**config.mk**
```make
export PLATFORM = sky130hd
export DESIGN_NAME = major_state_seq
export DESIGN_NICKNAME = d
export VERILOG_FILES = /design/src/rtl/pdp8i_pkg.sv /design/src/rtl/ts_gen.sv /design/src/rtl/major_state_seq.sv
export SDC_FILE = /design/constraint.sdc
export NUM_CORES = 1
export LEC_CHECK = 0
export BUFFER_PORTS_ARGS = -buffer_cell sky130_fd_sc_hd__buf_4
export CORE_ASPECT_RATIO = 1.75
export CORE_UTILIZATION = 43
export CTS_BUF_LIST = sky130_fd_sc_hd__clkbuf_16
export CTS_CLUSTER_SIZE = 14
export DETAILED_ROUTE_END_ITERATION = 10
export PLACE_DENSITY = 0.72
export SYNTH_ARGS = -nofsm -noshare
export SYNTH_HDL_FRONTEND = slang
export SYNTH_SLANG_ARGS = --single-unit
```
**constraint.sdc**
```tcl
create_clock -name clk -period 1.82 [get_ports clk]
set_input_delay 0.273 -clock clk [delete_from_list [all_inputs] [get_ports clk]]
set_output_delay 0.273 -clock clk [all_outputs]
set_load 0.005 [all_outputs]
```
**src/rtl/pdp8i_pkg.sv**
```systemverilog
// rtl/pdp8i_pkg.sv - PDP-8/I major-state and opcode constants plus the major-state transfer function
package pdp8i_pkg;

  typedef enum logic [5:0] {
    MS_F  = 6'b000001,
    MS_D  = 6'b000010,
    MS_E  = 6'b000100,
    MS_WC = 6'b001000,
    MS_CA = 6'b010000,
    MS_B  = 6'b100000
  } mstate_t;

  localparam logic [2:0] OP_AND = 3'd0;
  localparam logic [2:0] OP_TAD = 3'd1;
  localparam logic [2:0] OP_ISZ = 3'd2;
  localparam logic [2:0] OP_DCA = 3'd3;
  localparam logic [2:0] OP_JMS = 3'd4;
  localparam logic [2:0] OP_JMP = 3'd5;
  localparam logic [2:0] OP_IOT = 3'd6;
  localparam logic [2:0] OP_OPR = 3'd7;

  // Processor-only successor; break arbitration is layered on top by the caller.
  function automatic mstate_t next_major(input mstate_t cur, input logic [2:0] op,
                                         input logic ind);
    mstate_t nxt;
    nxt = MS_F;
    case (cur)
      MS_F: begin
        if (op <= OP_JMS)      nxt = ind ? MS_D : MS_E;
        else if (op == OP_JMP) nxt = ind ? MS_D : MS_F;
        else                   nxt = MS_F;
      end
      MS_D:    nxt = (op == OP_JMP) ? MS_F : MS_E;
      MS_E:    nxt = MS_F;
      MS_WC:   nxt = MS_CA;
      MS_CA:   nxt = MS_B;
      MS_B:    nxt = MS_F;
      default: nxt = MS_F;
    endcase
    return nxt;
  endfunction

endpackage

```
**src/rtl/ts_gen.sv**
```systemverilog
// rtl/ts_gen.sv - time-state counter producing one-hot TS1-TS4 and 1-clk TP1-TP4
module ts_gen #(
  parameter int TS_CYCLES = 5
) (
  input  logic       clk,
  input  logic       rst,
  input  logic       go,
  input  logic       halt_at_tp4,
  output logic [3:0] ts,
  output logic [3:0] tp,
  output logic       tp4
);

  localparam logic [3:0] LAST = 4'(TS_CYCLES - 1);

  logic       active;
  logic [1:0] phase;
  logic [3:0] cnt;
  logic       last;

  assign last = (cnt == LAST);

  always_ff @(posedge clk or posedge rst) begin
    if (rst) begin
      active <= 1'b0;
      phase  <= 2'd0;
      cnt    <= 4'd0;
    end else if (!active) begin
      if (go) begin
        active <= 1'b1;
        phase  <= 2'd0;
        cnt    <= 4'd0;
      end
    end else if (last) begin
      cnt <= 4'd0;
      // TS4 wraps straight into TS1 unless the cycle ends in a halt
      if (phase == 2'd3 && halt_at_tp4) begin
        active <= 1'b0;
        phase  <= 2'd0;
      end else begin
        phase <= phase + 2'd1;
      end
    end else begin
      cnt <= cnt + 4'd1;
    end
  end

  always_comb begin
    ts  = active ? (4'b0001 << phase) : 4'b0000;
    tp  = (active && last) ? ts : 4'b0000;
    tp4 = tp[3];
  end

endmodule

```
**src/rtl/major_state_seq.sv**
```systemverilog
// rtl/major_state_seq.sv - PDP-8/I memory-cycle sequencer: run control, major state, data-break arbitration
module major_state_seq
  import pdp8i_pkg::*;
#(
  parameter int TS_CYCLES = 5
) (
  input  logic       clk,
  input  logic       rst,
  input  logic       key_start,
  input  logic       key_cont,
  input  logic       key_stop,
  input  logic       sing_step,
  input  logic       sing_inst,
  input  logic [2:0] ir_op,
  input  logic       ind,
  input  logic       brk_rq,
  input  logic       brk_3cyc,
  output logic       run,
  output logic [3:0] ts,
  output logic [3:0] tp,
  output logic [5:0] mstate,
  output logic       brk_ack
);

  mstate_t ms_q, ms_d, nxt_ms, fin_ms;
  logic    run_d, ack_d, stop_q, stop_d;
  logic    go, decide, grant, halt;

  assign go     = !run && (key_start || key_cont);
  assign mstate = ms_q;

  ts_gen #(.TS_CYCLES(TS_CYCLES)) u_ts_gen (
    .clk         (clk),
    .rst         (rst),
    .go          (go),
    .halt_at_tp4 (halt),
    .ts          (ts),
    .tp          (tp),
    .tp4         (decide)
  );

  always_comb begin
    nxt_ms = next_major(ms_q, ir_op, ind);
    // A break may only replace a fetch, never split an instruction's F/D/E chain
    grant  = (nxt_ms == MS_F) && brk_rq;
    fin_ms = grant ? (brk_3cyc ? MS_WC : MS_B) : nxt_ms;
    halt   = key_stop || stop_q || sing_step || (sing_inst && !grant && nxt_ms == MS_F);

    ms_d   = ms_q;
    run_d  = run;
    ack_d  = 1'b0;
    // A stop pressed mid-cycle is held until the next TP4 decision
    stop_d = run && (stop_q || key_stop);

    if (go) begin
      run_d = 1'b1;
      if (key_start) ms_d = MS_F;
    end
    if (decide) begin
      ms_d   = fin_ms;
      ack_d  = grant;
      stop_d = 1'b0;
      if (halt) run_d = 1'b0;
    end
  end

  // brk_ack is registered at the TP4 edge, so it is seen in the first clk of the break cycle
  always_ff @(posedge clk or posedge rst) begin
    if (rst) begin
      ms_q    <= MS_F;
      run     <= 1'b0;
      brk_ack <= 1'b0;
      stop_q  <= 1'b0;
    end else begin
      ms_q    <= ms_d;
      run     <= run_d;
      brk_ack <= ack_d;
      stop_q  <= stop_d;
    end
  end

endmodule

```
## Word-level counts from Yosys, hierarchy flattened

Index checks and enable logic that the tools add are counted.

- $add $sub $neg: 2
- Magnitude comparators: 1
- Eq/ne operators: 9
- Shift operators: 1
- Muxes and demuxes: 29
- Reduce and logical (&&, ||, !) cells: 18

Operators with widths:

| kind | number |
|---|---|
| 2-to-1 mux 6 bit | 5 |
| one-hot mux 6 bit (4 select lines) | 1 |
| 2-to-1 mux 4 bit | 5 |
| == test 6 x 1 -> 1 bit, second input constant | 2 |
| 2-to-1 mux 2 bit | 6 |
| 2-to-1 mux 1 bit | 9 |
| 2-to-1 mux 3 bit | 3 |
| logical AND 1 bit | 7 |
| == test 6 x 2 -> 1 bit, second input constant | 1 |
| == test 6 x 4 -> 1 bit, second input constant | 1 |
| == test 6 x 5 -> 1 bit, second input constant | 1 |
| nonzero test 2 bit | 3 |
| adder 4 x 1 -> 4 bit, second input constant | 1 |
| == test 4 x 3 -> 1 bit, second input constant | 1 |
| logical OR 1 bit | 4 |
| AND reduction 2 bit | 2 |
| left shift 1 x 2 -> 4 bit, first input constant | 1 |
| == test 3 bit, second input constant | 1 |
| <= comparator 3 bit, second input constant | 1 |
| adder 2 x 1 -> 2 bit, second input constant | 1 |
| == test 2 bit, second input constant | 1 |
| zero test 1 bit | 2 |
| inequality test 2 bit, second input constant | 1 |

- Bits in registers: 16
- Input bits: 13
- Output and inout bits: 16
- Logic and storage cells: 67

## Logic depth before layout (Yosys ltp)

Gate-level depths: netlist (run 1).

- Depth in word-level cells: 14
- Gate-level depth with buffers: 9
- Mapped depth without buffers: 8

## Modules after synthesis

A second synthesis (run 1) with hierarchy kept.

- Cell total of the unflattened synthesis: 111
- Area, all modules: 1024.7 sq um

By module, submodules not included:

| module | times used | cells an instance | area each (sq um) | seq. area each (sq um) |
|---|---|---|---|---|
| major_state_seq | 1 | 61 | 543.0 | 226.5 |
| ts_gen | 1 | 50 | 481.7 | 175.2 |

## Worst setup path after synthesis (run 1)

No wires, ideal clock.

- Path type: register to register
- Start point: register u_ts_gen.cnt[0]
- End point: register run
- Library setup time: 0.086 ns
- Arrival time: 1.414 ns
- Data required time: 1.734 ns
- Slack: 0.320 ns
- Cell stages (with the launch flop): 9
- Path buffers: 2
- Clock period less this slack: 1.500 ns
- Cells stage by stage: dfrtp_1 -> inv_1 -> ha_1 -> and3b_1 -> buf_4 -> nand2_2 -> buf_2 -> o22ai_1 -> nor3_1

- Word-level cells in the longest chain between the ends: 4

RTL lines:

| element | RTL line | RTL |
|---|---|---|
| from (decl) | ts_gen.sv:18 | `logic [3:0] cnt;` |
| from (signal assigned) | ts_gen.sv:44 | `cnt <= cnt + 4'd1;` |
| == test 4 x 3 -> 1 bit | ts_gen.sv:21 | `assign last = (cnt == LAST);` |
| logical AND 1 bit | ts_gen.sv:50 | `tp = (active && last) ? ts : 4'b0000;` |
| 2-to-1 mux 4 bit | ts_gen.sv:50 |  |
| 2-to-1 mux 1 bit | major_state_seq.sv:59 | `if (decide) begin` |
| named net run_d | major_state_seq.sv:26 | `logic run_d, ack_d, stop_q, stop_d;` |
| to (signal assigned) | major_state_seq.sv:76 | `run <= run_d;` |
| to (decl) | major_state_seq.sv:18 | `output logic run,` |

The timed path passes the listed nets, and every way through them passes these cells.
A chain may end at the register's enable or synchronous reset.

## Worst setup path after layout (run 1)

- Start point: register u_ts_gen.cnt[0]
- End point: output tp[3]

- Word-level cells in the longest chain between the ends: 3

RTL lines:

| element | RTL line | RTL |
|---|---|---|
| == test 4 x 3 -> 1 bit | ts_gen.sv:21 |  |
| logical AND 1 bit | ts_gen.sv:50 |  |
| 2-to-1 mux 4 bit | ts_gen.sv:50 |  |
| to (decl) | major_state_seq.sv:20 | `output logic [3:0] tp,` |

Every way passes these cells.

==> results.cfg, run 1 <==
[outcome]
outcome = finished clean

[min_path]
min_path_type = in2async

[pwr]
ir_worst_vdd_mv = 0.665
power_frac_clock_pct = 23.3
pwr-share-seq_pct = 36.4
combPwrFrac_pct = 40.3
p_sw_mw = 0.671
powerDensity_nw_per_um2 = 1360
swShare_pct = 36.8
p_total_mw = 1.82
p_int_mw = 1.15
cellLeakagePower_nw = 0.673

[sta]
slew_violations = 0
fin_tns_setup_ns = 0
hold_viol = 0
tightest_slew_ns = 0.589
finalSetupViolCount = 0
maxSlewHeadroom_pct = 60.7
fin_crit_sh_pct = 96.2
holdWs_ns = 0.0948
min_period_ns = 1.75
max_freq_mhz = 571
worst_slack_ns = 0.0692
clock_skew_ns = 0.00118
rsz0062_at_grt = no

[logic_synthesis]
syn-num-nets = 133
ys_seq_area_share_pct = 39.2
synth-warning-count = 0
avgSynthCellArea_um2 = 8.99
yosys.area.top_type = dfrtp_1
async_flop_share_pct = 100
synth_edf_count = 0
ys_types = 40
yosys_most_used_dff = dfrtp_1
syn_inst = 114
netlist_area_um2 = 1020
synth.ff_latch_count = 16
ys_top_cells_by_area = dfrtp_1, ha_1, o21ai_0
synth_top_cell_area_share_pct = 36.6

[floorplan]
die-area_um2 = 2590
core_area_um2 = 2270
rows = 23
die_height_um = 66.6
start_util_pct = 45.1
io_pins = 29
die_width_um = 38.9

[cells_and_area]
nets = 164
drive_above_1_share_pct = 29.9
synthToLayoutAreaGrowth_pct = 31.0
num_antenna_cells = 0
finish.instance_area_um2 = 1340
nFillCells = 209

[critical_path]
worst_setup_path_start_kind = flop
critPathArrivalTime_ns = 1.48
r2r-start = u_ts_gen.cnt[0]
reg2reg_to = mstate[5]
cp.required_ns = 1.55
worstSetupStartpoint = u_ts_gen.cnt[0]
worstSetupEndpointType = output pin
r2r_cells = 8
worstPathMaxFanout = 7
rrSetupSlack_ns = 0.23
crit_type = reg2out

[clocking]
root_buffer = clkbuf_16
cts_tree = yes
cts_max_path_buffers = 2
numCtsBuffers = 3
h-tree-depth = 1
cts_hold_buf = 0
insertion_delay_ns = 0.25
clock-sinks = 16
path_clk_slew_ns = 0.05

[global_route]
grt_pass1_vias = 877
antenna_found_initial = 0
grt_pass1_wl_mm = 3.91
grt_start_max_net_pins = 17
grt_overflow = 0
globalRouteTotalUtil_pct = 22.5

[routing]
drt-pass1-iter-count = 6
wl_per_cell_um = 14.9
drtIter0Drc = 35
drt_wl_total_mm = 2.52
routed-via-count = 966
drc = 0
viasPerCell = 5.72
ant_nets = 0

[place]
gp_congestion = 0.861
post-place-ws_ns = 0.152
hpwl_mm = 1.88
place_area_um2 = 1240
port-buffer-count = 28

[flow_run]
cap_violations = 0
[logic make-up (layout without fill, tap and decap cells)]
logic type | count (synthesis) | after routing | synth area share [%]
simple gates | 48 | 48 | 26.9
compound gates | 28 | 28 | 18.8
flops | 16 | 16 | 39.2
buf+inv | 14 | 44 | 5.98
fa+ha+maj | 6 | 6 | 7.33
xor+xnor | 1 | 1 | 0.855
mux | 1 | 1 | 0.977
[worst max-delay path by stage]
| stage | slack [ns] | to |
|---|---|---|
| 6_report | 0.07 | tp[3] |
| 5_1_grt | 0.01 | tp[3] |
| 4_1_cts | 0.02 | tp[3] |
| 2_1_floorplan | 0.32 | run |
| 3_3_place_gp | 0.21 | u_ts_gen.active |
| 3_5_place_dp | 0.15 | u_ts_gen.active |
[synthesized netlist by cell type (2+ instances only)]
cell type   n
nor2b_1     2
and2_1      6
o21ai_0     8
a22o_1      3
nor3_1      4
o211ai_1    2
dfrtp_1    15
o31ai_1     2
ha_1        6
a21oi_1     3
nor2_1      9
buf_4       2
nand2b_1    2
o2bb2ai_1   2
nand3_1     6
nand2_1    10
inv_1       9
[critical path, cell delays in order, from the launching register on]
cell     delay [ns]
dfrtp_1        0.39
inv_1          0.06
ha_1           0.20
and3b_2        0.26
nand2_4        0.10
inv_2          0.07
buf_4          0.14
[cell usage in the layout (no fill, tap or decap), drive strengths merged, types with 2 or more instances in the layout]
cell type	instances
nand2	11
and2	7
nand3	6
o2bb2ai	2
o21ai	9
a21oi	4
dfrtp	15
nor3	5
a22o	3
nor2	9
ha	6
nand2b	2
o31ai	2
o211ai	2
buf	30
clkbuf	3
inv	10
nor2b	2
[cell type report]
class | instances | area, um2 | area share [%]
Tap cell | 25 | 31.3 | 2.33
Clock buffer | 3 | 75.1 | 5.59
Inverter | 10 | 37.5 | 2.80
Sequential cell | 16 | 402 | 29.9
Clock inverter | 1 | 3.75 | 0.280
Multi-Input combinational cell | 84 | 568 | 42.3
Timing Repair Buffer | 30 | 225 | 16.8
[stage by stage]
step	utilization, %	instances
after CTS	58.4	167
after global placement	54.7	163
after detailed placement	54.7	163
after global routing	59.1	169
final	59.1	169
after floorplan	-	114
[flip-flops by register name, summed over array words and instances (netlist names)]
register and flops:
mstate 6, u_ts_gen.cnt 4, u_ts_gen.phase 2, brk_ack 1
run 1, stop_q 1, u_ts_gen.active 1
[power groups by stage]
stage | Sequential [mW] | Clock (mW) | Combinational (mW)
6_report | 0.664 | 0.424 | 0.736
5_1_grt | 0.683 | 0.442 | 0.840
4_1_cts | 0.658 | 0.428 | 0.745
3_5_place_dp | 0.660 | 0 | 0.732
3_3_place_gp | 0.654 | 0 | 0.703
2_1_floorplan | 0.607 | 0 | 0.497
[metal layers]
metal | track usage [%] | vias up | share of wire (%)
li1 | - | 460 | -
met1 | 23.2 | 462 | 37
met2 | 40.2 | 37 | 56
met3 | 3.00 | 7 | 4.6
met4 | 12.9 | 0 | 2.5
met5 | 0 | - | 0
[timing repair]
item / in CTS / in global routing
buffers inserted: 0 / 2
pin swaps: 0 / 1
resized for setup: 2 / 0
hold endpoints to repair: 0 / 0
setup endpoints to repair: 1 / 1
Note: power is estimated with default switching activity, not from simulation.
==> run 2: changes to the inputs <==
--- a/config.mk
+++ b/config.mk
@@ -14,4 +14,5 @@
 export PLACE_DENSITY = 0.72
 export SYNTH_ARGS = -nofsm -noshare
 export SYNTH_HDL_FRONTEND = slang
+export SYNTH_HIERARCHICAL = 1
 export SYNTH_SLANG_ARGS = --single-unit
==> run 2 against run 1 <==
Compared with the run above: clock skew is 0.0019 ns higher; synthesized cell count is 2.6% lower; total power is 5.9% higher; cell count is 7.1% higher; core utilization is 5.3 points higher; hold slack better by 0.12 ns; clock power is 2% higher; critical path type is now reg2reg; maximum frequency is 3.3% lower; count of clock-buffer cells in the layout stayed put; register-to-register slack worse by 0.22 ns; highest routed layer unchanged; sequential power is 16% lower; non-clock buffer count is 14 higher; largest power group unchanged; largest cell class unchanged.
==> results.cfg, run 2 <==
[cells_and_area]
largest_register_ffs = 6
synthToLayoutAreaGrowth_pct = 42.9
num_antenna_cells = 0
drive_above_1_share_pct = 38.5
nets = 176
layout_common_cells = buf_4, dfrtp_1, inv_1
final_common_cell = buf_4
finish.instance_area_um2 = 1460

[floorplan]
die_height_um = 66.6
start_util_pct = 45.1
core_area_um2 = 2270
rows = 23
die_width_um = 38.9
die-area_um2 = 2590
io_pins = 29

[routing]
drt-pass1-iter-count = 4
drt_wl_total_mm = 2.44
viasPerCell = 5.40
ant_nets = 0
drtIter0Drc = 14
routed-via-count = 978
wl_per_cell_um = 13.5
drc = 0

[place]
gp_congestion = 0.806
hpwl_mm = 1.95
port-buffer-count = 28
place_area_um2 = 1350

[logic_synthesis]
synth.ff_latch_count = 16
syn_inst = 111
ys_types = 41
synth_top_cell_area_share_pct = 36.6
ys_top_cells_by_area = dfrtp_1, ha_1, a21oi_1
avgSynthCellArea_um2 = 9.23
synth-warning-count = 6
netlist_area_um2 = 1020
syn-num-nets = 130
yosys_most_used_dff = dfrtp_1
async_flop_share_pct = 100
yosysMostFrequentCell = dfrtp_1
yosys.area.top_type = dfrtp_1
synth_edf_count = 0
synth_common_cells = dfrtp_1, inv_1, nand2_1
ys_seq_area_share_pct = 39.2

[critical_path]
worstSetupEndpointType = flop
worstPathMaxFanout = 2
slowest_delay_ns = 0.52
critPathBufInv = 0
crit_chain = or4b_4 -> nor3_4 -> nand2_2 -> a21oi_4 -> o21ai_2 -> a21oi_1 -> a22o_1
critPathArrivalTime_ns = 2.00
cp_top_family = simple AND/OR/NAND/NOR gates
cp.required_ns = 2.01
critical-path-slowest-cell = dfstp_2
worst_setup_path_start_kind = flop
crit_type = reg2reg

[global_route]
globalRouteTotalUtil_pct = 22.0
grt_overflow = 0
grt_start_max_net_pins = 14
grt_pass1_vias = 959
grt_pass1_wl_mm = 3.97
antenna_found_initial = 0

[flow_run]
cap_violations = 0

[sta]
holdWs_ns = 0.212
tightest_slew_ns = 0.367
clock_skew_ns = 0.00304
rsz0062_at_grt = yes
fin_tns_setup_ns = 0
min_period_ns = 1.81
max_freq_mhz = 552
finalSetupViolCount = 0
slew_violations = 0
maxSlewHeadroom_pct = 75.5
fin_crit_sh_pct = 99.5
hold_viol = 0

[clocking]
clock-sinks = 16
path_clk_slew_ns = 0.05
cts_tree = yes
cts_max_path_buffers = 2
numCtsBuffers = 3
insertion_delay_ns = 0.25
h-tree-depth = 1
root_buffer = clkbuf_16

[pwr]
power_frac_clock_pct = 22.4
combPwrFrac_pct = 48.8
swShare_pct = 34.6
powerDensity_nw_per_um2 = 1320
ir_worst_vdd_mv = 1.04
pwr-share-seq_pct = 28.7
p_sw_mw = 0.669
p_total_mw = 1.93
cellLeakagePower_nw = 0.725
p_int_mw = 1.26

[min_path]
min_path_type = in2reg

[outcome]
outcome = finished clean
[run 2: area by class of cell]
cell class	count	area, um2
inverters	9	33.8
clock buffers	3	75.1
well taps	25	31.3
fillers	201	810
flip-flops and latches	16	402
clock inverters	1	3.75
repair buffers	44	333
multi-input cells	83	586
[run 2: per-stage QoR]
stage / util (%) / setup slack [ns] / cells
after detailed placement: 59.3 / 0.0186 / 174
final: 64.4 / 0.00915 / 181
after global placement: 59.3 / 0.0664 / 174
after floorplan: - / 0.00543 / 111
after global routing: 64.4 / -0.0648 / 181
after CTS: 63.3 / -0.00249 / 179
[run 2: power groups by stage]
stage          Combinational (mW)  Sequential, mW  Clock [mW]
4_1_cts                     0.928           0.557       0.440
2_1_floorplan               0.484           0.573           0
6_report                    0.944           0.556       0.434
3_5_place_dp                0.913           0.562           0
5_1_grt                      1.04           0.571       0.455
3_3_place_gp                0.877           0.556           0
[run 2: cells by family after synthesis]
logic type / after synthesis / synth area share, %
simple gates: 46 / 27.8
fa+ha+maj: 6 / 7.33
xor+xnor: 3 / 2.56
flops: 16 / 39.2
compound gates: 28 / 18.2
buf+inv: 12 / 4.88
[run 2: layer usage]
layer  vias to the layer above  GRT usage [%]  wire, um
li1                        477              -         -
met1                       461           22.4       896
met2                        30           39.4      1390
met3                        10           2.00        72
met4                         0           14.2        85
met5                         -              0         0
[run 2: worst paths after layout]
path	from	end	slack (ns)	cells after the start
worst max register to register	mstate[0]	u_ts_gen/phase[0]	0.009	7
worst min-delay path	brk_3cyc	mstate[5]	0.21	2
min in group asynchronous	rst	u_ts_gen/phase[1]	0.52	3
worst min register to register	mstate[3]	mstate[3]	0.54	2
worst max-delay path	mstate[0]	u_ts_gen/phase[0]	0.009	7
max in group asynchronous	rst	mstate[0]	0.95	3
[run 2: worst reg2reg max path, delay by kind of cell, from the launching register on]
kind,cells,cell delay (ns)
DFF,1,0.52
and+or+nand+nor,3,0.71
AOI/OAI and AO/OA,4,0.52
[run 2: repair_timing]
action	in CTS	in global routing
resized for setup	1	2
hold buffers	1	0
setup buffers	0	2
hold endpoints to repair	7	0
gates cloned	0	0
endpoints found under the setup margin	1	8
